File: config.mk
export PLATFORM = sky130hd
export DESIGN_NAME = uart_tx_io
export DESIGN_NICKNAME = d
export VERILOG_FILES = /design/src/rtl/uart_tx_io.sv
export SDC_FILE = /design/constraint.sdc
export NUM_CORES = 1
export LEC_CHECK = 0
export CAP_MARGIN = 0
export CORE_MARGIN = 2
export CORE_UTILIZATION = 28
export CTS_BUF_LIST = sky130_fd_sc_hd__clkbuf_8
export DETAILED_ROUTE_END_ITERATION = 16
export MAX_ROUTING_LAYER = met4
export PLACE_DENSITY = 0.54
export SLEW_MARGIN = 20
export SYNTH_ARGS = -nofsm -noshare
export SYNTH_HDL_FRONTEND = slang
export SYNTH_SLANG_ARGS = --single-unit
File: constraint.sdc
create_clock -name uartclk -period 3.1 [get_ports uartclk]
set_input_delay 0.62 -clock uartclk [delete_from_list [all_inputs] [get_ports uartclk]]
set_output_delay 0.62 -clock uartclk [all_outputs]
set_load 0.01 [all_outputs]
File: src/rtl/uart_tx_io.sv
// Memory-mapped 8N1 UART transmitter with an 8-deep byte FIFO and a pollable status word.
// Latency: a write into an empty idle block pops one edge later, and tx falls after the second edge.
// Backpressure: writes while the FIFO is full are dropped and set a sticky overflow flag; status reads are side-effect free.
module uart_tx_io #(
    parameter int CLKS_PER_BIT = 2396,
    parameter int FIFO_AW      = 3
) (
    input  logic        uartclk,
    input  logic        uartrst,
    input  logic        uartcs,
    input  logic        uartwrite,
    input  logic        uartread,
    input  logic [1:0]  uartaddr,
    input  logic [7:0]  uartwdata,
    output logic [15:0] uartrdata,
    output logic        tx,
    output logic        tx_busy
);

    localparam int                 BC_W      = $clog2(CLKS_PER_BIT);
    localparam logic [BC_W-1:0]    L_BC_LAST = BC_W'(CLKS_PER_BIT - 1);
    localparam logic [FIFO_AW:0]   L_DEPTH   = {1'b1, {FIFO_AW{1'b0}}};

    typedef enum logic [1:0] {
        S_IDLE  = 2'd0,
        S_START = 2'd1,
        S_DATA  = 2'd2,
        S_STOP  = 2'd3
    } state_t;

    state_t               r_state;
    state_t               w_state_nxt;
    logic [BC_W-1:0]      r_bc;
    logic [BC_W-1:0]      w_bc_nxt;
    logic [2:0]           r_bi;
    logic [2:0]           w_bi_nxt;
    logic [7:0]           r_shift;
    logic [7:0]           w_shift_nxt;
    logic                 w_tx_nxt;
    logic                 w_pop;

    logic [7:0]           r_mem [0:(1<<FIFO_AW)-1];
    logic [FIFO_AW-1:0]   r_wr_ptr;
    logic [FIFO_AW-1:0]   r_rd_ptr;
    logic [FIFO_AW:0]     r_count;
    logic                 r_ovf;
    logic                 r_tx;
    logic                 r_busy;

    logic                 w_wr_sel;
    logic                 w_push_req;
    logic                 w_push;
    logic                 w_ovf_clr;
    logic                 w_full;
    logic                 w_empty;
    logic [7:0]           w_head;
    logic [3:0]           w_cnt4;
    logic [15:0]          w_status;

    // Bus decode; full/empty come from the pre-edge count so push acceptance ignores a same-cycle pop.
    assign w_wr_sel   = uartcs & uartwrite;
    assign w_push_req = w_wr_sel & (uartaddr == 2'b00);
    assign w_full     = (r_count == L_DEPTH);
    assign w_empty    = (r_count == '0);
    assign w_push     = w_push_req & ~w_full;
    assign w_ovf_clr  = w_wr_sel & (uartaddr == 2'b10);
    assign w_head     = r_mem[r_rd_ptr];
    assign w_cnt4     = 4'(r_count);
    assign w_status   = {8'h00, w_cnt4, r_ovf, w_full, w_empty, r_busy};
    assign uartrdata  = (uartcs & uartread & (uartaddr == 2'b00)) ? w_status : 16'h0000;
    assign tx         = r_tx;
    assign tx_busy    = r_busy;

    // FIFO storage; contents need no reset because the pointers define validity.
    always_ff @(posedge uartclk) begin
        if (w_push) begin
            r_mem[r_wr_ptr] <= uartwdata;
        end
    end

    // FIFO pointers, occupancy and the sticky overflow flag.
    always_ff @(posedge uartclk) begin
        if (uartrst) begin
            r_wr_ptr <= '0;
            r_rd_ptr <= '0;
            r_count  <= '0;
            r_ovf    <= 1'b0;
        end else begin
            if (w_push) begin
                r_wr_ptr <= r_wr_ptr + 1'b1;
            end
            if (w_pop) begin
                r_rd_ptr <= r_rd_ptr + 1'b1;
            end
            case ({w_push, w_pop})
                2'b10:   r_count <= r_count + 1'b1;
                2'b01:   r_count <= r_count - 1'b1;
                default: r_count <= r_count;
            endcase
            if (w_push_req & w_full) begin
                r_ovf <= 1'b1;
            end else if (w_ovf_clr) begin
                r_ovf <= 1'b0;
            end
        end
    end

    // Serialiser state, counters and the registered line/busy outputs.
    always_ff @(posedge uartclk) begin
        if (uartrst) begin
            r_state <= S_IDLE;
            r_bc    <= '0;
            r_bi    <= '0;
            r_shift <= '0;
            r_tx    <= 1'b1;
            r_busy  <= 1'b0;
        end else begin
            r_state <= w_state_nxt;
            r_bc    <= w_bc_nxt;
            r_bi    <= w_bi_nxt;
            r_shift <= w_shift_nxt;
            r_tx    <= w_tx_nxt;
            r_busy  <= (r_state != S_IDLE) | ~w_empty;
        end
    end

    // Next-state logic; the stop bit's last cycle pops straight into a new start bit when data waits.
    always_comb begin
        w_state_nxt = r_state;
        w_bc_nxt    = r_bc;
        w_bi_nxt    = r_bi;
        w_shift_nxt = r_shift;
        w_tx_nxt    = 1'b1;
        w_pop       = 1'b0;
        case (r_state)
            S_IDLE: begin
                if (!w_empty) begin
                    w_pop       = 1'b1;
                    w_shift_nxt = w_head;
                    w_bc_nxt    = '0;
                    w_state_nxt = S_START;
                end
            end
            S_START: begin
                w_tx_nxt = 1'b0;
                if (r_bc == L_BC_LAST) begin
                    w_bc_nxt    = '0;
                    w_bi_nxt    = '0;
                    w_state_nxt = S_DATA;
                end else begin
                    w_bc_nxt = r_bc + 1'b1;
                end
            end
            S_DATA: begin
                w_tx_nxt = r_shift[0];
                if (r_bc == L_BC_LAST) begin
                    w_bc_nxt    = '0;
                    w_shift_nxt = {1'b0, r_shift[7:1]};
                    if (r_bi == 3'd7) begin
                        w_state_nxt = S_STOP;
                    end else begin
                        w_bi_nxt = r_bi + 3'd1;
                    end
                end else begin
                    w_bc_nxt = r_bc + 1'b1;
                end
            end
            S_STOP: begin
                w_tx_nxt = 1'b1;
                if (r_bc == L_BC_LAST) begin
                    w_bc_nxt = '0;
                    if (!w_empty) begin
                        w_pop       = 1'b1;
                        w_shift_nxt = w_head;
                        w_state_nxt = S_START;
                    end else begin
                        w_state_nxt = S_IDLE;
                    end
                end else begin
                    w_bc_nxt = r_bc + 1'b1;
                end
            end
            default: begin
                w_state_nxt = S_IDLE;
            end
        endcase
    end

endmodule
==> impl_summary.md, run 1 <==
Cells and area
The area growth from synthesis to layout is 15.5%. The utilization after layout is 33.1%. Leaving out filler cells and counting taps, the final layout contains 614. The repair_antennas step left the layout with diodes totalling 0. Leaving out fill and tap cells, the most frequent cells in the layout are edfxtp_1 (64), dfxtp_1 (41), clkdlybuf4s50_1 (24). Of the cells placed in the final design, the portion with a size suffix greater than 1 is 14.7%. The final instance area is 5460 µm². The count of filler cells inserted in the layout is about 1,600. The most frequent standard cell in the layout excluding fill and tap cells is edfxtp_1. The number of nets in the layout is around 420.

Floorplanning
After floorplanning, the core was sized to cover 16,500 µm². The initial utilization of the core area, before any placement, comes to between 20% and 30%. The area of the die is 17,900 µm².

After floorplanning, the core was divided into 47 placement rows. The die height is 134 µm. The top-level I/O count is 33. In this run the horizontal extent of the chip is 134 µm.

Power
The design draws 3.71 mW. The power per standard cell area is 680 nW/µm². The leakage power of the design is 1.82 nW.

The maximum resistive drop on vdd is 0.337 mV.

Clocking
The TritonCTS clock tree is yes. The number of buffers added by the clock tree synthesis step is 9. The number of hold buffers added after CTS was 0. The number of buffers on the longest clock path is 2. The H-tree generated during clock tree synthesis spans 3 levels.

Once the clock tree was built, the resizer swapped 0 gates to a different size. CTS placed an instance of clkbuf_8 at the clock tree root. After clock tree synthesis, the clock-pin slew on the worst setup and hold paths is 100 ps.

The clock reaches the later pin of the worst-skew pair after 390 ps. The number of sinks on the clock net is 105. The post-CTS setup buffer count is 0.

Setup path
The element type at the critical path start is an input port. Of all nets on the critical path, the largest fanout is 8. The signal on the critical path passes through clkdlybuf4s50_1 > nor4bb_1 > buf_4 > and2_1 > clkdlybuf4s50_1. In this design, the stage delay of the slowest critical-path cell is roughly 540 ps.

The family with the most delay on the worst path is buffers and inverters. The required arrival time at the worst endpoint is 2480 ps. STA classifies the critical path endpoint as an output pin.

The standard cell with the maximum stage delay on the critical path is clkdlybuf4s50_1. The buffers plus inverters on the worst setup path is 3. The critical path in this run is classified as input port to output pin. By instance count, the cell type seen most on the critical path is clkdlybuf4s50_1. The arrival time of data at the critical path endpoint is 2240 ps.

Synth
The number of enable flip-flop cells after synthesis is 64. The number of register bits inferred by synthesis is 105. Among all flip-flop cells after synthesis, the most frequent one is edfxtp_1. The netlist area before placement is around 4700 µm².

The share of the yosys chip area belonging to registers is roughly three fifths. The number of synthesis warnings is 0. The post-synthesis instance total is roughly 360. The per-instance average area after synthesis is approximately 13 µm². Counting distinct cell types in the post-synthesis netlist gives 64. Of all flip-flops after synthesis, the portion carrying an async set or reset was 0%.

Detailed routing
The final routed DRC violation total is 0. The detailed-route wire length per cell is about 15 µm. The count of nets left with antenna violations after detail routing is 0. The total wirelength of the detailed-routed design is 8950 µm. For this block, the via count after detailed routing is 2,927. The number of iterations in the first detailed-routing pass is 4.

In this run, the number of DRC markers left after iteration 0 of detailed routing was 210. The detailed-route vias per instance is between 4 and 5.

STA
The final total negative setup slack is 0 ps. The final critical-path share of the clock period is 92.4%. The routed design could run at a clock period as short as 2860 ps.

The clock arrives with 19.7 ps of skew. Setup repair after global routing left no endpoint under its margin. The hold violation count in the final report came to 0. The pin slew with the least headroom to its limit is 810 ps.

Headroom to the max-slew limit came out at 45.9%. The count of final max-slew check failures was 0. The number of endpoints failing setup at the final stage is 0. Based on the critical path, the design can be clocked at up to between 300 and 400 MHz.

GRT
The largest net degree at the start of global routing is 35. Global routing consumed, over all layers together, 11.0% of the routing resources. Global routing consumed, on the met1 layer, a little over an eighth of the routing resources. The wire length of the first global-routing pass is 14,800 µm. The highest-utilization routing layer at the global route stage is met2. The final global-route overflow total is 0. Global routing consumed, on the met3 layer, under 10% of the routing resources. For met2 alone, demand over resource in global routing was 17.7%. The number of antenna violations at the first check in global routing came to 0.

The via count of the first global-routing pass was roughly 2,900.

Place
After legalization and detailed placement, the total HPWL measured about 6100 µm. The placed cell count is between 500 and 600. The area of placed instances is 5240 µm². The count of buffers added on input and output ports is 24. The congestion estimate from routability-driven global placement came to about 0.81.

Worst hold path
The class of the tightest hold or removal check is flop to flop.

Run
The max-cap violation count is 0.

Outcome
The run finished with clean final reports.
## layer usage
metal | vias up | wire length, µm
li1 | 1420 | -
met1 | 1436 | 3990
met2 | 58 | 4430
met3 | 13 | 346
met4 | 0 | 184
met5 | - | 0
## worst reg2reg max path, cell delays in order (launching register included)
cell	delay, ps
dfxtp_1	400
ha_1	280
and4b_1	390
a41oi_4	200
nor2_1	190
ha_1	260
xor2_1	170
ha_1	160
a21oi_1	50
xor2_1	170
or3_1	310
a21oi_1	140
## where the power goes
part	internal [mW]	total (mW)	switching, mW	leakage (nW)
logic	0.498	1.10	0.604	0.797
clock network	0.402	0.928	0.526	0.113
registers	1.57	1.68	0.113	0.908
## final timing paths
check,start,to,slack (ps),cells after the start
setup / recovery,uartcs,uartrdata[0],240,5
hold / removal,r_bi[1],r_bi[1],470,2
setup reg to reg,r_bc[0],r_count[2],320,11
hold reg to reg,r_bi[1],r_bi[1],470,2
## cells in the mapped netlist, types with 6 or more instances
cell type   n  area [µm²]
a21oi_1    16        80.1
a22o_1      7        61.3
and2_1      9        56.3
buf_2       8        40.0
buf_4       8        60.1
clkbuf_1   11        41.3
dfxtp_1    41         821
edfxtp_1   64        1920
ha_1       13         163
mux2i_1    11         110
mux4_2     16         360
nand2_1    17        63.8
nand2b_1    6        37.5
nand3_1     7        35.0
nor2_1     17        63.8
nor3_1      6        30.0
o21ai_0    18        90.1
or3_1       6        37.5
xor2_1      6        52.6
## sequential cells by signal, summed over array words and instances, names as in the netlist, named ones only
signal / count
r_state: 2
tx: 1
r_count: 4
r_bi: 3
r_mem: 64
tx_busy: 1
r_rd_ptr: 3
r_ovf: 1
r_wr_ptr: 3
r_shift: 8
r_bc: 12
## layout make-up
| cell class | instances | area (µm²) | area share (%) |
|---|---|---|---|
| sequential | 105 | 2740 | 50.2 |
| multi-input combinational | 230 | 1850 | 33.9 |
| timing repair buffer | 38 | 345 | 6.32 |
| tap | 220 | 275 | 5.04 |
| clock buffer | 9 | 124 | 2.27 |
| clock inverter | 7 | 103 | 1.88 |
| inverter | 5 | 18.8 | 0.344 |
## cells by family (layout without fill, tap and decap cells)
| kind of cell | Yosys count | in the layout | synth area share, % |
|---|---|---|---|
| other | 1 | 8 | 0.0793 |
| DFF | 105 | 105 | 58.0 |
| buffers and inverters | 33 | 59 | 3.47 |
| muxes | 29 | 29 | 10.4 |
| and+or+nand+nor | 108 | 108 | 13.8 |
| AOI/OAI and AO/OA | 65 | 65 | 9.53 |
| xor gates and xnor gates | 7 | 7 | 1.30 |
| adders and majority gates | 13 | 13 | 3.44 |
## metrics by stage
stage	hold WS [ps]	setup slack (ps)
floorplan	436	524
CTS	475	216
detailed placement	459	137
global placement	444	201
global route	508	24.6
finish	471	236
Note: power is estimated with default switching activity, not from simulation.
==> inputs of run 2 (changes only) <==
CORE_UTILIZATION = 58   (was 28)
PLACE_DENSITY = 0.89   (was 0.54)
==> impl_summary.md, run 2 (synthesized netlist as in run 1, its figures left out) <==
Detailed routing
The number of iterations in the first detailed-routing pass is 4. The number of vias in the routed layout is between 2,000 and 3,000. The final routed DRC violation total is 0. The count of nets left with antenna violations after detail routing is 0. After detailed routing, the average wire length per cell comes to between 15 and 20 µm.

Using the TritonRoute via totals, the vias-per-cell ratio works out to roughly 6. The initial DRC count is 212. For this block, the routed nets add up to 8630 µm of wire.

STA
Clock skew on the completed layout was measured at 13.5 ps. The count of final max-slew check failures was 0. The final total negative setup slack is 0 ps. For the pin with the worst max-slew slack, the measured transition is slightly above 800 ps. The number of endpoints failing setup at the final stage is 0. Setup repair after global routing left no endpoint under its margin. Dividing the final minimum period by the clock period gives 92.3%. The relative max-transition margin is 45.3%. Based on the critical path, the design can be clocked at up to approximately 350 MHz. The hold violation count in the final report is 0. The post-layout minimum cycle time is around 2900 ps.

Setup path
The type of the worst setup path is input port to output pin. The worst register-to-register path ends at r_count[2]. Data on the critical path is required at its endpoint by roughly 2500 ps. The worst setup path is launched from an input port.

The worst setup path is captured at an output pin. Counting cells, the worst reg-to-reg path comes to 11. The worst reg-to-reg setup slack is 300 ps.

The worst-path maximum fanout is 8. Data on the critical path arrives at its endpoint at 2240 ps. The startpoint identified for the worst register-to-register timing path is r_bc[0].

GRT
The met2 track demand over resource is 35.8%. The largest net degree at the start of global routing is 23. For this run, the total global-route usage over all layers was measured as between 20 and 25%.

In the global route stage, met1 resource usage came out at about 26%. The met3 routing resource usage after global routing is 3.77%. The final global-route overflow total is 0. The wire length of the first global-routing pass is 13,800 µm. After global routing, the most crowded layer is met2. The number of antenna violations at the first check in global routing came to 0. The via count of the first global-routing pass is 2,810.

Cells and area
The number of flip-flops in the largest register is 64. The area growth from synthesis to layout is 11.9%. The repair_antennas step left the layout with diodes totalling 0. The register with the most flip-flops in the final layout is r_mem. In the final layout, the share of cells above drive strength 1 is approximately 14%.

The most frequent standard cell in the layout excluding fill and tap cells is edfxtp_1. The largest registers in the layout are r_mem x64, r_bc x12, r_shift x8. In the layout the commonest cells are edfxtp_1 (64), dfxtp_1 (41), clkdlybuf4s50_1 (24). After the last flow step, the layout net total stands at 417.

Clocking
After clock tree synthesis, the setup repair step added 0 buffers. The hold buffer count at cts is 0. In this run, post-CTS repair resized a total of 0 instances. Counting every sink on the clock net gives 105. The number of buffers added by the clock tree synthesis step is 9.

The number of buffers on the longest clock path is 2. TritonCTS built the clock tree. After clock tree synthesis, the clock-pin slew on the worst setup and hold paths is about 100 ps.

At the later pin of the worst-skew pair, clock insertion delay measures 380 ps. In this run the clock root is driven by a clkbuf_8. The clock tree synthesis step divided the H-tree into 3 levels.

Worst hold path
For hold timing, the worst endpoint is r_bi[2]. Along the worst hold path, the cell count comes to 2. In this run the most critical hold path is launched from r_bi[2]. The class of the tightest hold or removal check is flop to flop.

Floorplanning
The initial utilization of the core area, before any placement, comes to 60.6%. From bottom edge to top edge, the die measures 94.3 µm. The die covers approximately 8900 µm². From left edge to right edge, the die measures between 90 and 100 µm. The cell row count is 32.

The area inside the core boundary is 7810 µm². 33 I/O pins were placed.

Place
Once detailed placement completed, the half-perimeter wirelength came to ~5800 µm. The count of buffers added on input and output ports is 24. The weighted congestion at the end of routability-driven global placement is just over 0.8.

Run
The max-cap violation count is 0.

Power
IR analysis of the VDD net gives a maximum drop of 0.420 mV. For this design the static power due to leakage is 1.81 nW. Dividing total power by cell area gives a power density of 688 nW/µm². The total power is 3.64 mW.

Outcome
The flow ran to the end, and the final reports show no timing, DRC or antenna violations.
## run 2: worst max-delay path: stages
cell,delay [ps]
clkdlybuf4s50_1,490
nor4bb_1,290
buf_4,190
and2_1,120
clkdlybuf4s50_1,530
## run 2: worst max-delay path by stage
stage,from,slack (ps),endpoint
after floorplan,uartaddr[0],520,r_mem[1][0]
after detailed placement,uartaddr[0],160,r_count[2]
after global routing,r_bc[0],5,r_count[2]
after CTS,uartcs,240,uartrdata[7]
after global placement,uartaddr[0],230,r_count[2]
final,uartcs,240,uartrdata[7]
## run 2: report_power, final
group | internal, mW | switching [mW] | total, mW
logic | 0.500 | 0.605 | 1.11
registers | 1.57 | 0.113 | 1.68
clock network | 0.329 | 0.523 | 0.852
## run 2: per-layer routing
metal,wire (µm),vias to the layer above
met5,0,-
met4,176,0
met3,400,20
met2,4400,81
met1,3650,1480
li1,-,1416
## run 2: layout make-up
| type | instances | area (µm²) |
|---|---|---|
| inverters | 5 | 18.8 |
| well taps | 102 | 128 |
| repair buffers | 38 | 345 |
| clock buffers | 9 | 124 |
| multi-input cells | 230 | 1850 |
| fillers | 528 | 2510 |
| clock inverters | 7 | 86.3 |
| flip-flops and latches | 105 | 2740 |
## run 2: stage by stage
step | hold WS (ps) | util [%] | std cells | area [µm²] | worst slack [ps]
after detailed placement | 449 | 65.1 | 480 | 5080 | 155
after global placement | 444 | 65.1 | 480 | 5080 | 234
after floorplan | 436 | - | 368 | 4750 | 524
after global routing | 483 | 67.8 | 496 | 5290 | 4.93
after CTS | 463 | 67.8 | 496 | 5290 | 237
final | 461 | 67.8 | 496 | 5290 | 238
